**config.mk**
```make
export PLATFORM = sky130hd
export DESIGN_NAME = rdp_systolic_join_flat
export DESIGN_NICKNAME = d
export VERILOG_FILES = /design/src/rtl/rdp_systolic_join_if.sv /design/src/rtl/rdp_systolic_join.sv /design/src/flat_wrapper.sv
export SDC_FILE = /design/constraint.sdc
export NUM_CORES = 1
export LEC_CHECK = 0
export CAP_MARGIN = 20
export CORE_AREA = 4 4 41 43
export CTS_CLUSTER_SIZE = 25
export DETAILED_ROUTE_END_ITERATION = 7
export DIE_AREA = 0 0 45 47
export RECOVER_POWER = 50
export SYNTH_ARGS = -nofsm -noshare
export SYNTH_HDL_FRONTEND = slang
export SYNTH_SLANG_ARGS = --single-unit
```
**constraint.sdc**
```tcl
create_clock -name clk -period 1.1 [get_ports clk]
set_input_delay 0.275 -clock clk [delete_from_list [all_inputs] [get_ports clk]]
set_output_delay 0.275 -clock clk [all_outputs]
set_load 0.02 [all_outputs]
```
**src/rtl/rdp_systolic_join_if.sv**
```systemverilog
// Handshake bundle for rdp_systolic_join: k target slots, shared c operand, and per-group initiators.
// The slave modport is the join block; the master modport is the environment around it.
interface rdp_systolic_join_if #(
    parameter int GROUPS = 2,
    parameter int FANIN  = 2
);
    logic [GROUPS*FANIN-1:0] t_k_req;
    logic [GROUPS*FANIN-1:0] t_k_ack;
    logic                    t_c_req;
    logic                    t_c_ack;
    logic [GROUPS-1:0]       i_req;
    logic [GROUPS-1:0]       i_ack;

    modport slave (
        input  t_k_req, t_c_req, i_ack,
        output t_k_ack, t_c_ack, i_req
    );

    modport master (
        output t_k_req, t_c_req, i_ack,
        input  t_k_ack, t_c_ack, i_req
    );
endinterface

```
**src/rtl/rdp_systolic_join.sv**
```systemverilog
// Joins FANIN k tokens per group with one shared c token and fires each group once per c operand.
// Optional fire/c counters are built when RDP_SYSTOLIC_JOIN_CNT_EN is defined.
module rdp_systolic_join #(
    parameter int GROUPS = 2,
    parameter int FANIN  = 2
) (
    input  logic                  clk,
    input  logic                  reset,
    rdp_systolic_join_if.slave    bus
`ifdef RDP_SYSTOLIC_JOIN_CNT_EN
    ,
    output logic [GROUPS*16-1:0]  fire_cnt,
    output logic [15:0]           c_cnt
`endif
);
    localparam int SLOTS = GROUPS * FANIN;

    logic [SLOTS-1:0]  r_held_k;
    logic              r_held_c;
    logic [GROUPS-1:0] r_done;

    logic [GROUPS-1:0] w_full;
    logic [GROUPS-1:0] w_i_req;
    logic [GROUPS-1:0] w_fire;
    logic [SLOTS-1:0]  w_k_take;
    logic [SLOTS-1:0]  w_k_clr;
    logic              w_c_take;
    logic              w_all_done;

    // NOTE: every signal written in always_comb gets a default first, so no latch can be inferred.
    always_comb begin
        w_full  = '0;
        w_k_clr = '0;
        for (int g = 0; g < GROUPS; g++) begin
            w_full[g] = &r_held_k[g*FANIN +: FANIN];
        end
        for (int j = 0; j < SLOTS; j++) begin
            w_k_clr[j] = w_fire[j / FANIN];
        end
    end

    // done[g] blocks a group that already fired from pairing its next k tokens with the old c.
    assign w_i_req    = {GROUPS{r_held_c}} & w_full & ~r_done;
    assign w_fire     = w_i_req & bus.i_ack;
    assign w_all_done = &(r_done | w_fire);
    assign w_k_take   = bus.t_k_req & ~r_held_k;
    assign w_c_take   = bus.t_c_req & ~r_held_c;

    assign bus.i_req   = w_i_req;
    assign bus.t_k_ack = ~r_held_k;
    assign bus.t_c_ack = ~r_held_c;

    // NOTE: sequential state uses non-blocking assignments so every flop samples pre-edge values.
    always_ff @(posedge clk or posedge reset) begin
        if (reset) begin
            r_held_k <= '0;
            r_held_c <= 1'b0;
            r_done   <= '0;
        end else begin
            // A fired slot is cleared here and can only be re-taken once its ack rises next cycle.
            r_held_k <= (r_held_k | w_k_take) & ~w_k_clr;
            if (w_all_done) begin
                r_held_c <= 1'b0;
                r_done   <= '0;
            end else begin
                r_held_c <= r_held_c | w_c_take;
                r_done   <= r_done | w_fire;
            end
        end
    end

`ifdef RDP_SYSTOLIC_JOIN_CNT_EN
    logic [15:0] r_fire_cnt [GROUPS];
    logic [15:0] r_c_cnt;

    always_ff @(posedge clk or posedge reset) begin
        if (reset) begin
            for (int g = 0; g < GROUPS; g++) begin
                r_fire_cnt[g] <= '0;
            end
            r_c_cnt <= '0;
        end else begin
            for (int g = 0; g < GROUPS; g++) begin
                r_fire_cnt[g] <= r_fire_cnt[g] + 16'(w_fire[g]);
            end
            r_c_cnt <= r_c_cnt + 16'(w_all_done);
        end
    end

    always_comb begin
        fire_cnt = '0;
        for (int g = 0; g < GROUPS; g++) begin
            fire_cnt[g*16 +: 16] = r_fire_cnt[g];
        end
    end

    assign c_cnt = r_c_cnt;
`endif

endmodule

```
**src/flat_wrapper.sv**
```systemverilog
// flat-port wrapper written by rule: the top's interface ports become plain ports
module rdp_systolic_join_flat 
#(
    parameter int GROUPS = 2,
    parameter int FANIN  = 2
)
  (clk, reset, bus_t_k_req, bus_t_c_req, bus_i_ack, bus_t_k_ack, bus_t_c_ack, bus_i_req);
  rdp_systolic_join_if #(.GROUPS(GROUPS), .FANIN(FANIN)) bus_i ();
  input  logic clk;
  input  logic reset;
  input wire logic [$bits(bus_i.t_k_req)-1:0] bus_t_k_req;
  input wire logic [$bits(bus_i.t_c_req)-1:0] bus_t_c_req;
  input wire logic [$bits(bus_i.i_ack)-1:0] bus_i_ack;
  output wire logic [$bits(bus_i.t_k_ack)-1:0] bus_t_k_ack;
  output wire logic [$bits(bus_i.t_c_ack)-1:0] bus_t_c_ack;
  output wire logic [$bits(bus_i.i_req)-1:0] bus_i_req;
  assign bus_i.t_k_req = bus_t_k_req;
  assign bus_i.t_c_req = bus_t_c_req;
  assign bus_i.i_ack = bus_i_ack;
  assign bus_t_k_ack = bus_i.t_k_ack;
  assign bus_t_c_ack = bus_i.t_c_ack;
  assign bus_i_req = bus_i.i_req;
  rdp_systolic_join #(.GROUPS(GROUPS), .FANIN(FANIN)) u_core (.clk(clk), .reset(reset), .bus(bus_i));
endmodule
```
==> results of run 1 <==
[area by class of cell]
cell class / count / share of cell area
multi-input cells: 16 / 0.202
clock buffers: 4 / 0.0433
flip-flops and latches: 7 / 0.289
well taps: 15 / 0.0309
inverters: 6 / 0.0371
repair buffers: 24 / 0.398
[logic make-up (layout without fill, tap and decap cells)]
group	Yosys count	in the layout	synth area share
buffers and inverters	6	34	0.0741
and+or+nand+nor	9	9	0.152
AOI/OAI and AO/OA	7	7	0.198
DFF	7	7	0.576
[registers in the layout (all words and copies together) (netlist names)]
name / cells
u_core.r_done: 2
u_core.r_held_k: 4
u_core.r_held_c: 1
[cell usage after synthesis (all sizes together)]
cell    n  area (um2)
nand2   2        7.51
inv     6        22.5
a21oi   1        5.00
nor2    3        11.3
dfrtp   7         175
a41o    2        20.0
nor2b   2        12.5
o22a    4        35.0
nand3b  2        15.0
[per-layer routing]
metal  share of wire  wire length (um)
met5               0                 0
met2            0.48               356
met1            0.44               329
met3           0.079                59
met4               0                 0
[worst max-delay path by stage]
stage / startpoint / to / slack, ns / depth (start not counted)
finish: u_core.r_done[0] / bus_i_req[0] / -0.23 / 3
global route: u_core.r_done[0] / bus_i_req[0] / -0.27 / 3
CTS: u_core.r_done[0] / bus_i_req[0] / -0.24 / 3
detailed placement: u_core.r_done[0] / bus_i_req[0] / -0.42 / 3
global placement: u_core.r_done[0] / bus_i_req[0] / -0.41 / 3
floorplan: u_core.r_done[0] / bus_i_req[0] / 0.07 / 2
[where the power goes]
| group | switching [mW] | internal [mW] | leakage, nW | total, mW |
|---|---|---|---|---|
| Combinational | 0.489 | 0.648 | 0.210 | 1.14 |
| Clock | 0.0930 | 0.138 | 0.0150 | 0.231 |
| Sequential | 0.0749 | 0.362 | 0.0777 | 0.437 |
[critical path: cells and delay by family, from the launching register on]
family / cells / cell delay (ns)
buffers and inverters: 1 / 0.14
flip-flops: 1 / 0.37
AND/OR/NAND/NOR: 2 / 0.30
[through the flow]
| stage | utilization | cell area, um2 |
|---|---|---|
| 2_1_floorplan | - | 309 |
| 3_3_place_gp | 0.413 | 538 |
| 3_5_place_dp | 0.413 | 538 |
| 4_1_cts | 0.449 | 584 |
| 5_1_grt | 0.466 | 607 |
| 6_report | 0.466 | 607 |
[timing repair]
action / in CTS / in global routing
pin swaps: 0 / 2
buffers inserted: 1 / 1
endpoints found under the hold margin: 0 / 0
setup endpoints to repair: 7 / 10
gates resized for setup: 47 / 7
==> out/metrics.csv, run 1 <==
stage,metric,value,unit
run_status,status,"complete, but fails checks",
run_status,violated checks,negative setup slack,
global_routing,M2 GR Usage,0.124,
global_routing,largest net degree at the start of global routing,8,
clock_network,TritonCTS Sinks,7,
clock_network,Max clock buf depth,2,
cells_and_area,synth-to-layout area growth,99.6,%
placement,pre-CTS WS,-0.425,ns
cells_and_area,Final #Nets,67,
sta,Final Hold Violating Endpoints,0,
drt,WL/cell,10.3,um
sta,post-route setup TNS,-0.738,ns
die,Initial Util,0.234,
sta,Clock Skew,0.00112,ns
drt,DR vias/cell,4.14,
cells_and_area,non-filler instance count after layout,72,
synthesis,synthesized area per cell,10.5,um2
synthesis,#FFs+latches synth,7,
cells_and_area,multi-input logic area,123,um2
critical_path,worst setup path category,reg -> out,
die,I/O pins,16,
sta,minimum clock period,1.33,ns
drt,final wirelength,745,um
sta,"Setup violations, final",6,
placement,GP Congestion,0.662,
global_routing,vias in the first global route,287,
global_routing,gr usage total,0.0781,
synthesis,mapped cell area,304,um2
sta,Final Max Tran Viols,0,
placement,Placed Instances,67,
sta,Worst slew margin,0.820,
critical_path,Worst setup EP type,output port,
die,Die Wd,45,um
cells_and_area,layout cells sized above 1,0.491,
sta,Fmax achieved,752,MHz
critical_path,worst reg2reg path depth,4,
clock_network,Root Buffer,clkbuf_4,
cells_and_area,number of diodes,0,
clock_network,TritonCTS clock tree,done,
clock_network,H-Tree Depth,1,
critical_path,max incr delay on CP,0.37,ns
drt,starting DRC count in detailed routing,10,
drt,Antenna Nets Post-Route,0,
synthesis,Synth Instances,29,
sta,final setup margin,-0.230,ns
placement,port buffer count,15,
cells_and_area,"commonest non-fill, non-tap cell in the layout",buf_6,
global_routing,GR Overflow Total,0,
critical_path,critical path arrival,1.05,ns
cells_and_area,Filler cells,139,
drt,residual DRC count,0,
clock_network,Skew-Pair Late Insertion Delay,0.25,ns
critical_path,Register-to-Register Setup Slack,0,ns
synthesis,Cell variety after synth,9,
drt,via count,298,
pwr,LEAKAGE,0.302,nW
placement,Post-DP HPWL,578,um
clock_network,Hold Buf Count CTS,0,
clock_network,CTS buffer count,3,
drt,drt first pass iters,2,
synthesis,synth warn,0,
sta,hold_ws,0.400,ns
sta,Least-Margin Pin Slew,0.269,ns
critical_path,RR Endpoint,u_core.r_done[1],
global_routing,most used routing layer,met2,
cells_and_area,Seq. cell area,175,um2
global_routing,GR Util met3,0.0115,
min_path,HP Class,in -> async,
flow_run,# Max-Cap Violations,0,
critical_path,Worst setup SP type,flop,
global_routing,GRT met1 Usage,0.105,
clock_network,clock-pin slew on the worst setup and hold paths,0.05,ns
die,die area,2120,um2
synthesis,Syn Nets,38,
pwr,PwrDens,2980,nW/um2
global_routing,first-pass GRT wire length,1.21,mm
synthesis,post-synthesis sequential area ratio,0.576,
critical_path,WP data required,0.82,ns
critical_path,crit-path cells,nand3b_1 > nor2_2 > buf_4,
critical_path,worst-path maximum fanout,2,
pwr,maximum vdd drop,0.932,mV
sta,final period utilization,1.21,
critical_path,slowest CP cell,dfrtp_1,
die,die height,47,um
critical_path,worst r2r src,u_core.r_held_k[3],
pwr,total power,1.81,mW
global_routing,initial antenna violation count,0,
die,# rows,13,
die,Core Area,1300,um2
cells_and_area,most frequent cells in the layout,"buf_6, clkdlybuf4s50_1, dfrtp_1, inv_2, buf_4",
sta,RSZ-0062 raised after global routing,true,
No activity file was read; power rests on OpenSTA's default activity.
==> inputs of run 2 (changes only) <==
Settings changed: REMOVE_ABC_BUFFERS from default to 1.
==> out/metrics.csv, run 2 (same netlist as run 1, synthesis figures left out) <==
stage,metric,value,unit,change
critical_path,Worst setup EP type,output port,,
drt,final wirelength,748,um,+0.40%
cells_and_area,most frequent cells in the layout,"buf_4, buf_6, clkdlybuf4s50_1, dfrtp_1",,
die,Die Wd,45,um,unchanged
clock_network,TritonCTS clock tree,done,,
placement,GP Congestion,0.654,,-1.2%
global_routing,GR Overflow Total,0,,unchanged
drt,DR vias/cell,4.19,,+1.3%
placement,Post-DP HPWL,569,um,-1.6%
die,Initial Util,0.234,,unchanged
sta,RSZ-0062 raised after global routing,true,,
critical_path,worst-path maximum fanout,2,,unchanged
sta,minimum clock period,1.32,ns,-0.0133 ns
pwr,Comb pwr share,0.623,,-0.007
pwr,maximum vdd drop,1.02,mV,+9.7%
sta,"Setup violations, final",5,,-1
global_routing,gr usage total,0.0869,,+0.00876
pwr,power share of the clock group,0.132,,+0.004
clock_network,Max clock buf depth,2,,unchanged
drt,residual DRC count,0,,unchanged
critical_path,Worst setup SP type,flop,,
sta,post-route setup TNS,-0.721,ns,+0.0168 ns
sta,Final Max Tran Viols,0,,unchanged
global_routing,initial antenna violation count,0,,unchanged
pwr,Int Power,1.13,mW,-1.7%
critical_path,critical path arrival,1.04,ns,about the same
flow_run,# Max-Cap Violations,0,,unchanged
critical_path,worst reg2reg path depth,4,,unchanged
sta,Fmax achieved,760,MHz,+1.0%
global_routing,largest net degree at the start of global routing,8,,unchanged
pwr,NetSw,0.626,mW,-4.8%
min_path,HP Class,in -> async,,
clock_network,Root Buffer,clkbuf_4,,
cells_and_area,Final #Nets,68,,+1.5%
pwr,PwrDens,2950,nW/um2,-0.79%
pwr,Net Sw Frac,0.357,,-0.00732
die,die area,2120,um2,unchanged
clock_network,clock-pin slew on the worst setup and hold paths,0.05,ns,about the same
critical_path,worst setup path category,reg -> out,,
pwr,Sequential Power Share,0.246,,+0.004
cells_and_area,multi-input logic area,114,um2,-7.1%
clock_network,TritonCTS Sinks,7,,unchanged
die,Core Area,1300,um2,unchanged
cells_and_area,synth-to-layout area growth,95.5,%,
sta,Final Hold Violating Endpoints,0,,unchanged
die,# rows,13,,unchanged
run_status,status,"complete, but fails checks",,
drt,WL/cell,10.2,um,-0.97%
cells_and_area,max reg flops,4,,unchanged
sta,final setup margin,-0.216,ns,+0.0133 ns
drt,Antenna Nets Post-Route,0,,unchanged
cells_and_area,most flop-heavy register,u_core.r_held_k,,
sta,Clock Skew,0.00144,ns,+0.000317 ns
critical_path,WP data required,0.82,ns,about the same
sta,Least-Margin Pin Slew,0.266,ns,-0.00315 ns
cells_and_area,biggest regs,"u_core.r_held_k: 4 flops, u_core.r_done: 2 flops, u_core.r_held_c: 1 flops",,
drt,via count,306,,+2.7%
cells_and_area,layout cells sized above 1,0.431,,-0.0602
cells_and_area,number of diodes,0,,unchanged
sta,hold_ws,0.395,ns,-0.00432 ns
clock_network,CTS buffer count,3,,unchanged
clock_network,H-Tree Depth,1,,unchanged
drt,drt first pass iters,2,,unchanged
global_routing,vias in the first global route,307,,+7.0%
placement,port buffer count,15,,unchanged
sta,Worst slew margin,0.822,,+0.00210
die,I/O pins,16,,unchanged
sta,final period utilization,1.20,,-0.0121
global_routing,first-pass GRT wire length,1.23,mm,+1.2%
die,die height,47,um,unchanged
pwr,LEAKAGE,0.304,nW,+0.66%
cells_and_area,"commonest non-fill, non-tap cell in the layout",buf_4,,
drt,starting DRC count in detailed routing,3,,-7
cells_and_area,Filler cells,137,,-1.4%
pwr,total power,1.75,mW,-2.8%
cells_and_area,Seq. cell area,175,um2,unchanged
run_status,violated checks,negative setup slack,,
clock_network,Skew-Pair Late Insertion Delay,0.25,ns,about the same
run 2: cell types whose count changed in the layout (fill, tap and decap cells not counted):
cell,previous run,this run
buf_6,11,8
nor2_1,1,3
a21oi_2,1,0
buf_4,5,9
inv_2,5,4
a21oi_1,0,1
inv_1,1,2
nor2_2,2,0
run 2: layout make-up:
cell class,instances,share of cell area
Inverter,6,0.0379
Tap cell,15,0.0316
Sequential cell,7,0.295
Multi-Input combinational cell,16,0.192
Clock buffer,4,0.0442
Timing Repair Buffer,25,0.400
run 2: worst paths after layout:
path / startpoint / to / slack, ns
max: u_core.r_done[0] / bus_i_req[0] / -0.22
min: reset / u_core.r_done[1] / 0.40
max reg2reg: u_core.r_done[0] / u_core.r_held_k[1] / 0.04
min reg2reg: u_core.r_done[1] / u_core.r_done[0] / 0.59
max in group asynchronous: reset / u_core.r_done[0] / 0.50
min in group clk: u_core.r_done[1] / u_core.r_done[0] / 0.59
run 2: per-layer routing:
layer | GRT usage | wire (um) | up-vias
met5 | 0 | 0 | -
met2 | 0.138 | 356 | 10
met4 | 0.105 | 27 | 0
met3 | 0.0192 | 63 | 2
met1 | 0.0862 | 300 | 137
li1 | - | - | 157
run 2: power groups by stage:
stage,registers (mW),logic (mW),clock network (mW)
floorplan,0.437,0.431,0
global placement,0.424,0.908,0
detailed placement,0.426,0.912,0
CTS,0.433,1.01,0.235
global route,0.449,1.19,0.245
finish,0.431,1.09,0.231
run 2: timing repair:
| action | 4_1_cts | 5_1_grt |
|---|---|---|
| pin swaps | 0 | 3 |
| hold buffers | 0 | 0 |
| buffers inserted | 2 | 2 |
| endpoints found under the setup margin | 7 | 8 |
| resized for setup | 46 | 3 |
run 2: critical path: stages, from the launching register on:
cell and delay [ns]:
dfrtp_1 0.37, nand3b_1 0.17, nor2_1 0.11, buf_4 0.14
run 2: per-stage QoR:
stage / instance area, um2 / setup WS, ns / util / cells
floorplan: 304 / -0.00635 / - / 29
global placement: 518 / -0.413 / 0.398 / 65
detailed placement: 518 / -0.429 / 0.398 / 65
CTS: 568 / -0.214 / 0.437 / 71
global route: 594 / -0.300 / 0.457 / 73
finish: 594 / -0.216 / 0.457 / 73
==> inputs of run 3 (changes only) <==
Settings changed: DONT_BUFFER_PORTS from default to 1.
==> out/metrics.csv, run 3 (same netlist as run 1, synthesis figures left out) <==
stage,metric,value,unit,change
run_status,status,"complete, but fails checks",,
run_status,violated checks,negative setup slack,,
cells_and_area,most frequent cells in the layout,"buf_4, dfrtp_1, o22a_1, buf_6",,
pwr,total power,1.57,mW,-11%
critical_path,WP data required,0.82,ns,about the same
cells_and_area,number of diodes,0,,unchanged
sta,Fmax achieved,759,MHz,about the same
drt,via count,272,,-11%
drt,residual DRC count,0,,unchanged
sta,Least-Margin Pin Slew,0.265,ns,-0.00110 ns
sta,Final Hold Violating Endpoints,0,,unchanged
die,Initial Util,0.234,,unchanged
critical_path,Worst setup SP type,flop,,
critical_path,critical path arrival,1.04,ns,about the same
critical_path,worst reg2reg path depth,4,,unchanged
sta,Clock Skew,0.00123,ns,-0.000207 ns
cells_and_area,Filler cells,137,,unchanged
critical_path,Crit path max-delay family,flip-flops,,
pwr,LEAKAGE,0.245,nW,-19%
cells_and_area,max reg flops,4,,unchanged
cells_and_area,fin area,468,um2,-21%
critical_path,slowest CP cell,dfrtp_1,,
sta,final period utilization,1.20,,about the same
clock_network,TritonCTS Sinks,7,,unchanged
drt,WL/cell,12.0,um,+17%
clock_network,Max clock buf depth,2,,unchanged
sta,Worst slew margin,0.823,,about the same
drt,drt first pass iters,2,,unchanged
placement,GP Congestion,0.719,,+9.8%
clock_network,CTS buffer count,3,,unchanged
die,I/O pins,16,,unchanged
sta,minimum clock period,1.32,ns,+0.000658 ns
sta,Final Max Tran Viols,0,,unchanged
critical_path,worst path bufs/invs,1,,unchanged
pwr,PwrDens,3350,nW/um2,+13%
drt,final wirelength,734,um,-1.9%
die,# rows,13,,unchanged
cells_and_area,synth-to-layout area growth,53.9,%,
global_routing,gr usage total,0.0801,,-0.00676
pwr,maximum vdd drop,0.867,mV,-15%
global_routing,GR Overflow Total,0,,unchanged
clock_network,TritonCTS clock tree,done,,
clock_network,clock-pin slew on the worst setup and hold paths,0.05,ns,about the same
global_routing,initial antenna violation count,0,,unchanged
flow_run,# Max-Cap Violations,0,,unchanged
clock_network,Skew-Pair Late Insertion Delay,0.24,ns,about the same
cells_and_area,non-filler instance count after layout,61,,-16%
placement,port buffer count,0,,-15
sta,"Setup violations, final",4,,-1
placement,Placed Instances,50,,-23%
min_path,Worst Hold End,u_core.r_held_k[0],,
min_path,Hold Startpoint,bus_t_k_req[0],,
global_routing,first-pass GRT wire length,1.09,mm,-11%
global_routing,vias in the first global route,261,,-15%
placement,dpl cell area,368,um2,-29%
drt,starting DRC count in detailed routing,3,,unchanged
critical_path,RR Endpoint,u_core.r_done[0],,
clock_network,H-Tree Depth,1,,unchanged
die,die area,2120,um2,unchanged
min_path,Hold Path Depth,1,,
critical_path,worst-path maximum fanout,2,,unchanged
cells_and_area,Final #Nets,56,,-18%
cells_and_area,"commonest non-fill, non-tap cell in the layout",buf_4,,
global_routing,largest net degree at the start of global routing,8,,unchanged
drt,Antenna Nets Post-Route,0,,unchanged
critical_path,Register-to-Register Setup Slack,-0.02,ns,-0.06 ns
cells_and_area,most flop-heavy register,u_core.r_held_k,,
cells_and_area,Final Util,0.360,,-0.0971
critical_path,worst setup path category,reg -> out,,
drt,DR vias/cell,4.46,,+6.4%
sta,hold_ws,0.164,ns,-0.232 ns
min_path,HP Class,in -> reg,,
critical_path,Worst setup EP type,output port,,
sta,final setup margin,-0.217,ns,-0.000658 ns
die,Core Area,1300,um2,unchanged
sta,RSZ-0062 raised after global routing,true,,
critical_path,crit-path cells,nand3b_1 > nor2_2 > buf_4,,
cells_and_area,layout cells sized above 1,0.435,,+0.00375
critical_path,max incr delay on CP,0.36,ns,about the same
clock_network,Root Buffer,clkbuf_4,,
die,die height,47,um,unchanged
cells_and_area,biggest regs,"u_core.r_held_k: 4 flops, u_core.r_done: 2 flops, u_core.r_held_c: 1 flops",,
critical_path,worst r2r src,u_core.r_held_k[1],,
die,Die Wd,45,um,unchanged
## run 3: layout make-up
| class | count | area, um2 | area share |
|---|---|---|---|
| Sequential cell | 7 | 176 | 0.377 |
| Timing Repair Buffer | 13 | 115 | 0.246 |
| Multi-Input combinational cell | 16 | 109 | 0.233 |
| Clock buffer | 4 | 26.3 | 0.0561 |
| Inverter | 6 | 22.5 | 0.0481 |
| Tap cell | 15 | 18.8 | 0.0401 |
## run 3: power by group
group	internal (mW)	switching [mW]	total, mW
clock	0.138	0.0912	0.229
combinational	0.468	0.414	0.882
sequential	0.365	0.0904	0.456
## run 3: repair_timing
item,in CTS,in global routing
endpoints found under the setup margin,7,6
hold endpoints to repair,7,0
cloned,0,0
pin swaps,0,2
resized for setup,5,4
hold buffers,1,0
setup buffers,2,4
## run 3: worst max-delay path by stage
| stage | start | endpoint | slack (ns) | cells after the start |
|---|---|---|---|---|
| floorplan | u_core.r_done[0] | bus_i_req[0] | -0.006 | 2 |
| global placement | u_core.r_held_c | bus_i_req[0] | 0.04 | 3 |
| detailed placement | u_core.r_held_c | bus_i_req[0] | 0.03 | 3 |
| CTS | u_core.r_done[0] | bus_i_req[0] | -0.23 | 3 |
| global route | u_core.r_done[0] | bus_i_req[0] | -0.30 | 3 |
| finish | u_core.r_done[0] | bus_i_req[0] | -0.22 | 3 |
## run 3: routing by layer
metal,vias up,share of wire,GRT usage
met5,-,0,0
met4,0,0.031,0.0702
met3,2,0.099,0.0575
met2,10,0.45,0.119
met1,125,0.42,0.0736
li1,135,-,-
## run 3: through the flow
step	setup slack [ns]	setup TNS (ns)
after floorplan	-0.00635	-0.0120
after global placement	0.0427	0
after detailed placement	0.0310	0
after CTS	-0.235	-0.510
after global routing	-0.297	-0.779
final	-0.217	-0.471
